<file path="src/rtl/controle_nivel_temperatura.sv">
// controle_nivel_temperatura: sequential temperature alarm-level classifier with N-sample confirmation,
// sharing one half-precision float comparator across the three thresholds.

module comparador_float_sensor (
    input  logic [15:0] valor_a,
    input  logic [15:0] valor_b,
    output logic        eq,
    output logic        lt
);
    logic mag_lt;
    assign mag_lt = valor_a[14:0] < valor_b[14:0];
    // +0 and -0 compare equal
    assign eq = (valor_a == valor_b) || (valor_a[14:0] == 15'd0 && valor_b[14:0] == 15'd0);
    assign lt = !eq && ((valor_a[15] != valor_b[15]) ? valor_a[15] : (valor_a[15] ? !mag_lt : mag_lt));
endmodule

module controle_nivel_temperatura #(
    parameter int unsigned CONFIRMACOES = 3
) (
    input  logic        clock,
    input  logic        reset_n,
    input  logic        iniciar,
    input  logic [15:0] temp,
    input  logic [15:0] lim_temp1,
    input  logic [15:0] lim_temp2,
    input  logic [15:0] lim_temp3,
    output logic        ocupado,
    output logic        pronto,
    output logic [1:0]  nivel,
    output logic [1:0]  nivel_bruto,
    output logic        alterado
);
    typedef enum logic [1:0] {OCIOSO, COMPARA, DECIDE} estado_t;
    localparam logic [3:0] CONF = 4'(CONFIRMACOES);

    estado_t     state_q;
    logic [15:0] temp_q, lim1_q, lim2_q, lim3_q, valor_b;
    logic [1:0]  indice_q, candidato_q, ultimo_q, nivel_q, nivel_bruto_q;
    logic [3:0]  contador_q, contador_d;
    logic        pronto_q, alterado_q, eq, lt, hit;

    assign valor_b = (indice_q == 2'd0) ? lim1_q : (indice_q == 2'd1) ? lim2_q : lim3_q;

    comparador_float_sensor u_cmp (
        .valor_a (temp_q),
        .valor_b (valor_b),
        .eq      (eq),
        .lt      (lt)
    );

    assign hit = eq | lt;
    assign contador_d = (candidato_q == ultimo_q) ? ((contador_q >= CONF) ? CONF : contador_q + 4'd1) : 4'd1;

    always_ff @(posedge clock or negedge reset_n) begin
        if (!reset_n) begin
            state_q       <= OCIOSO;
            temp_q        <= '0;
            lim1_q        <= '0;
            lim2_q        <= '0;
            lim3_q        <= '0;
            indice_q      <= '0;
            candidato_q   <= '0;
            ultimo_q      <= '0;
            contador_q    <= '0;
            nivel_q       <= '0;
            nivel_bruto_q <= '0;
            pronto_q      <= 1'b0;
            alterado_q    <= 1'b0;
        end else begin
            pronto_q   <= 1'b0;
            alterado_q <= 1'b0;
            case (state_q)
                OCIOSO: if (iniciar) begin
                    temp_q   <= temp;
                    lim1_q   <= lim_temp1;
                    lim2_q   <= lim_temp2;
                    lim3_q   <= lim_temp3;
                    indice_q <= 2'd0;
                    state_q  <= COMPARA;
                end
                COMPARA: if (hit) begin
                    candidato_q <= indice_q;
                    state_q     <= DECIDE;
                end else if (indice_q != 2'd2) begin
                    indice_q <= indice_q + 2'd1;
                end else begin
                    candidato_q <= 2'd3;
                    state_q     <= DECIDE;
                end
                DECIDE: begin
                    nivel_bruto_q <= candidato_q;
                    pronto_q      <= 1'b1;
                    ultimo_q      <= candidato_q;
                    contador_q    <= contador_d;
                    if (contador_d >= CONF && candidato_q != nivel_q) begin
                        nivel_q    <= candidato_q;
                        alterado_q <= 1'b1;
                    end
                    state_q <= OCIOSO;
                end
                default: state_q <= OCIOSO;
            endcase
        end
    end

    assign ocupado     = (state_q != OCIOSO);
    assign pronto      = pronto_q;
    assign nivel       = nivel_q;
    assign nivel_bruto = nivel_bruto_q;
    assign alterado    = alterado_q;
endmodule

</file>
<file path="config.mk">
export PLATFORM = sky130hd
export DESIGN_NAME = controle_nivel_temperatura
export DESIGN_NICKNAME = d
export VERILOG_FILES = /design/src/rtl/controle_nivel_temperatura.sv
export SDC_FILE = /design/constraint.sdc
export NUM_CORES = 1
export LEC_CHECK = 0
export ABC_AREA = 1
export BUFFER_PORTS_ARGS = -buffer_cell sky130_fd_sc_hd__buf_2
export CAP_MARGIN = 20
export CORE_MARGIN = 5
export CORE_UTILIZATION = 56
export CTS_CLUSTER_DIAMETER = 100
export DETAILED_ROUTE_END_ITERATION = 16
export GPL_TIMING_DRIVEN = 0
export PLACE_DENSITY_LB_ADDON = 0.2
export SYNTH_ARGS = -nofsm -noshare
export SYNTH_HDL_FRONTEND = slang
export SYNTH_HIERARCHICAL = 1
export SYNTH_SLANG_ARGS = --single-unit
export TNS_END_PERCENT = 1
</file>
<file path="constraint.sdc">
create_clock -name clock -period 3.7 [get_ports clock]
set_input_delay 0.185 -clock clock [delete_from_list [all_inputs] [get_ports clock]]
set_output_delay 0.185 -clock clock [all_outputs]
set_load 0.02 [all_outputs]
</file>
# After elaboration in Yosys (flattened, before gate mapping)
# Cells that the tools add are included.
# Widths: inputs -> output; s select.
# word_totals
output_inout_bits	7
elab_cells	67
ff_bits	80
in_bits	67
# op_classes
n_reduce_logical	17
n_lt_le_gt_ge	3
eq_ne	13
bitwise_logic	1
n_addsub	2
n_mux	19
# ops
cell	n
$mux 16	2
$logic_not 15->1	2
$eq 16x16->1	1
$mux 2	8
$lt 15x15->1	1
$ne 2x2->1 const B	5
$ge 4x2->1 const B	2
$mux 4	2
$pmux 2 s2	2
$reduce_and 2->1	4
$mux 1	5
$add 4x1->4 const B	1
$eq 2x1->1 const B	2
$logic_not 2->1	2
$reduce_and 4->1	1
$reduce_bool 2->1	2
$logic_and 1x1->1	3
$ne 3x3->1 const B	1
$add 2x1->2 const B	1
$eq 2x2->1	1
$eq 2x2->1 const B	1
$logic_not 1->1	2
$ne 2x2->1	1
$logic_or 1x1->1	1
other kinds (2)	2

# Longest topological paths before layout
# depth
depth_word	11
depth_mapped	21
ltp_nobuf	20

# Cells and area by module
# Netlist, hierarchy kept.
# by_module_without_submodules
mod	cells_per_inst	area_per_inst_um2	instances	seq_area_each_um2
controle_nivel_temperatura	328	3692.3	1	2001.9
comparador_float_sensor	110	579.3	1	0.0

# Worst setup path after synthesis
# Ideal clock, no wire load.
# synth_path
path_type	register to register
startpoint	reg indice_q[1]
endpoint	reg indice_q[1]
slack_ns	0.985
t_arrival_ns	2.633
path_buffers	1
setup_time_ns	0.083
period_less_slack_ns	2.715
stages_incl_launch_ff	21
required_time_ns	3.617
cell_sequence	dfrtp_1 -> inv_1 -> ha_1 -> clkbuf_1 -> o21ai_0 -> o21ai_0 -> inv_1 -> ha_1 -> nand2_1 -> inv_1 -> nand2_1 -> nand2_1 -> a21oi_1 -> nand3_1 -> nand2_1 -> nor2_2 -> nor2_1 -> nand3_1 -> nand2_2 -> nand3_1 -> o21ai_0
# synth_between
elab_chain_cells	11
elab_cells_between_ends	24
cone_classes	1 x add/sub; 1 x order compare; 6 x eq/ne; 7 x mux; 1 x bitwise; 8 x reduce/logical
# synth_rtl
element	line	text
start, declared	38	logic [1:0] indice_q, candidato_q, ultimo_q, nivel_q, nivel_bruto_q;
start signal, assigned	85	indice_q <= indice_q + 2'd1;
$eq 2x1->1	42	assign valor_b = (indice_q == 2'd0) ? lim1_q : (indice_q == 2'd1) ? lim2_q : lim3_q;
$mux 16	42	
$mux 16 (*)	42	
named net valor_b[10]	37	logic [15:0] temp_q, lim1_q, lim2_q, lim3_q, valor_b;
$lt 15x15->1 / $logic_not 15->1 (equally long branches)	11, 13	
$logic_not 1->1 / $logic_and 1x1->1 (equally long branches)	14, 13	
$mux 1 / $logic_or 1x1->1 (equally long branches)	14, 13	
$mux 1 / $logic_not 1->1 (equally long branches)	14	assign lt = !eq && ((valor_a[15] != valor_b[15]) ? valor_a[15] : (valor_a[15] ? !mag_lt : mag_lt));
$logic_and 1x1->1 (*)	14	
named net lt	40	logic pronto_q, alterado_q, eq, lt, hit;
$or 1x1->1 (*)	51	assign hit = eq | lt;
$ne 2x2->1 (no line) (*)	n/a	
$reduce_and 4->1 (no line) (*)	n/a	
# Mark *: on every way through the listed nets, which the timed path passes. The rest lies on a longest branch. The select of a mux whose other input is x is not followed.
# A chain may end at the register's enable or synchronous reset.

# Final worst setup path
# Ends and elaborated chain as after synthesis.

==> impl_summary.log <==
[metrics] area growth from synthesis to final layout: 17.1%
[metrics] Setup crit end kind: register
[metrics] initial antenna violation count: 0
[metrics] Worst Clk Skew: ~0.0096 ns
[metrics] type of origin of the critical path: register
[metrics] residual antenna-violating net count after detailed routing: 0
[metrics] Worst Path Max Fanout: 10
[metrics] Worst Hold Launch: lim_temp1[3]
[metrics] clock tree from TritonCTS: built
[metrics] count of state elements after synthesis: 80
[metrics] RR Startpoint: indice_q[1]
[metrics] Required @ worst endpoint: 3.98 ns
[metrics] category of the most critical setup path: reg -> reg
[metrics] Initial Util: around 58%
[metrics] Psw: approximately 1900 uW
[metrics] post-detail-place hpwl: roughly 7000 um
[metrics] Pre-Repair DR Iteration Count: 4
[metrics] Iter 0 DRT Violations: 98
[metrics] worst slack after detailed placement: ~0.32 ns
[metrics] number of clock sinks seen by CTS: 80
[metrics] design internal power: about 2700 uW
[metrics] global-route wire length before repair: around 16000 um
[metrics] top achievable clock speed: about 300 MHz
[metrics] Crit path max-delay family: simple AND/OR/NAND/NOR gates
[metrics] leakage power: between 0.002 and 0.003 uW
[metrics] Final TNS setup: 0 ns
[metrics] aggregate global-route resource usage: 20.9%
[metrics] floorplan die area: around 9500 sq um
[metrics] Slew Viols, Final: 0
[metrics] clock transition time at the flip-flop clock pins of the worst setup and hold paths: approximately 0.080 ns
[metrics] Die X-Extent: approximately 97 um
[metrics] transition time at the pin with the least slew margin: roughly 0.47 ns
[metrics] residual overflow from global routing: 0
[metrics] fraction of layout cells with a size suffix above 1: a little under a third
[metrics] number of distinct library cell variants in the gate-level netlist after synthesis: 24
[metrics] Final #Nets: a little over 600
[metrics] Combinational Power Share: around half
[metrics] vertical extent of the die: 97.3 um
[metrics] power density cells: between 900 and 1000 nW/um^2
[metrics] Arr. time, crit path: about 3.6 ns
[metrics] number of design rule violations left after detail routing: 0
[metrics] Max rail drop VDD: around 380 uV
[metrics] switching power share of the total: 41.1%
[metrics] root buffer selected by CTS: sky130_fd_sc_hd__clkbuf_8
[metrics] critical path cell sequence: inv_1 > ha_1 > clkbuf_1 > nand2_1 > o21ai_0 > o21ai_0 > inv_1 > ha_1 > nand2_1 > inv_1 > nand2_1 > nand2_1 > a21oi_1 > nand3_1 > nand2_1 > nor2_2 > nor2_1 > nand3_1 > nand2_2 > nand3_1 > o21ai_0
[metrics] Placed Instances: around 610
[metrics] final antenna diode count: 0
[metrics] Slew HR: about two thirds
[metrics] synthesized net count: 524
[metrics] post-detailed-routing wire length: ~9400 um
[metrics] number of rows in the core area: 31
[metrics] largest stage delay on the critical path: 0.38 ns
[metrics] area of the mapped netlist: about 4300 sq um
[metrics] number of I/O port buffers: 73
[metrics] Clk pwr share: 14.2%
[metrics] per-cell via count in the routed design: ~5.1
[metrics] shortest period the worst path allows: between 3 and 4 ns
[metrics] setup slack of the critical path after layout: 0.397 ns
[metrics] CORE AREA: 7330 sq um
[metrics] reg-to-reg setup timing slack: about 0.40 ns
[metrics] total number of H-tree levels: 3
[metrics] most frequent standard cell in the layout excluding fill and tap cells: sky130_fd_sc_hd__nand2_1
[metrics] Max Cap Violations: 0
[metrics] number of setup violations in the final report: 0
[metrics] result of the run: completed
[metrics] synthesized instance count: 438
[metrics] Critical path buffers and inverters: 4
[metrics] count of endpoints failing hold in the final timing report: 0
[metrics] Bufs on Longest Clock Path: 2
[metrics] Syn Area/Cell: about 10 sq um
[metrics] commonest cells after routing, fill and taps aside: 82 x sky130_fd_sc_hd__nand2_1, 80 x sky130_fd_sc_hd__dfrtp_1, 73 x sky130_fd_sc_hd__buf_2
[metrics] critical path's most frequent cell: sky130_fd_sc_hd__nand2_1
[metrics] per-cell routed wire length: 15.0 um
[metrics] Top Ports: 74
[metrics] final clock period utilization by the worst path: between 80% and 90%
[metrics] vias: around 3200
[metrics] worst min-delay path category: in -> reg
[metrics] sequential share of the synthesized area: 46.9%
[metrics] placer congestion estimate: around 0.95
[metrics] sequential power share: around a third
[metrics] final standard cell count with taps included and fillers excluded: around 630
[metrics] Synthesis Warnings: 6
[metrics] latest clock arrival within the worst-skew pair: between 0.3 and 0.4 ns
[metrics] number of buffers inserted during clock tree synthesis: 9
[metrics] worst setup path startpoint: indice_q[1]
[metrics] pin count of the biggest net entering global routing: 73
[metrics] vias in the first global route: 3328
[metrics] RSZ-0062 raised after global routing: false
[metrics] standard cell with the maximum stage delay on the critical path: sky130_fd_sc_hd__dfrtp_1
[kinds of logic (layout without fill, tap and decap cells)]
| family | count (synthesis) | after routing | synth area share, % |
|---|---|---|---|
| AO/OA/AOI/OAI | 66 | 66 | 8.79 |
| adder cells (fa/ha/maj) | 19 | 19 | 5.57 |
| flip-flops | 80 | 80 | 46.9 |
| buffers and inverters | 74 | 165 | 7.59 |
| multiplexers | 48 | 48 | 16.7 |
| XOR/XNOR | 1 | 1 | 0.205 |
| AND/OR/NAND/NOR | 150 | 150 | 14.3 |
[layer usage]
| layer | vias up | track usage, % | wire (um) |
|---|---|---|---|
| met5 | - | 0 | 0 |
| met4 | 0 | 5.22 | 110 |
| met3 | 9 | 5.96 | 498 |
| met2 | 84 | 34.7 | 4560 |
| met1 | 1503 | 27.0 | 4270 |
| li1 | 1578 | - | - |
[area by class of cell]
type | count | area (sq um)
Multi-Input combinational cell | 284 | 1950
Fill cell | 595 | 2330
Buffer | 14 | 101
Clock inverter | 5 | 56.3
Inverter | 60 | 225
Sequential cell | 80 | 2000
Clock buffer | 11 | 141
Timing Repair Buffer | 75 | 405
Tap cell | 99 | 124
[timing repair]
action | CTS | global route
endpoints found under the hold margin | 80 | 0
endpoints found under the setup margin | 0 | 2
resized for setup | 0 | 4
hold buffers | 1 | 0
setup buffers | 0 | 0
[cell usage after synthesis]
master	n	area (sq um)
sky130_fd_sc_hd__ha_1	19	238
sky130_fd_sc_hd__nor2_2	4	25.0
sky130_fd_sc_hd__clkbuf_1	6	22.5
sky130_fd_sc_hd__buf_2	1	5.00
sky130_fd_sc_hd__xnor2_1	1	8.76
sky130_fd_sc_hd__inv_1	60	225
sky130_fd_sc_hd__nand4_1	1	6.26
sky130_fd_sc_hd__nor2_1	45	169
sky130_fd_sc_hd__nand2_2	2	12.5
sky130_fd_sc_hd__nand3_1	12	60.1
sky130_fd_sc_hd__o21ai_0	39	195
sky130_fd_sc_hd__buf_6	6	67.6
sky130_fd_sc_hd__nor3_1	1	5.00
sky130_fd_sc_hd__a21oi_2	11	96.3
sky130_fd_sc_hd__a41oi_1	1	8.76
sky130_fd_sc_hd__buf_1	1	3.75
sky130_fd_sc_hd__mux2_4	46	691
sky130_fd_sc_hd__and2_1	1	6.26
sky130_fd_sc_hd__nand2_1	82	308
sky130_fd_sc_hd__dfrtp_1	80	2000
sky130_fd_sc_hd__mux2_2	2	22.5
sky130_fd_sc_hd__nand2_4	1	11.3
sky130_fd_sc_hd__a21oi_1	15	75.1
sky130_fd_sc_hd__nand3b_1	1	7.51
[power groups by stage]
stage	Clock (uW)	Combinational (uW)	Sequential (uW)
after floorplan	0	1820	1490
after global placement	0	2250	1550
after detailed placement	0	2340	1560
after CTS	662	2360	1550
after global routing	698	2650	1600
final	645	2360	1550
[sequential cells by signal (all words and copies together) (netlist names)]
signal / cells
lim1_q: 16
nivel: 2
nivel_bruto: 2
pronto: 1
state_q: 2
contador_q: 4
temp_q: 16
candidato_q: 2
lim2_q: 16
lim3_q: 16
alterado: 1
indice_q: 2
[worst paths after layout]
check,end,cells past startpoint
max,indice_q[1],21
min,lim1_q[3],2
max reg2reg,indice_q[1],21
min reg2reg,contador_q[3],2
max in group asynchronous,temp_q[11],3
min in group asynchronous,pronto,2
[metrics by stage]
stage	util, %	power (uW)	cell area (sq um)	hold WS [ns]
after floorplan	-	3310	4270	-0.111
after global placement	64.9	3790	4760	0.416
after detailed placement	65.4	3900	4790	0.0273
after CTS	68.2	4570	5000	0.0382
after global routing	68.2	4950	5000	0.0265
final	68.2	4550	5000	0.0506
(Power assumes the default switching activity.)
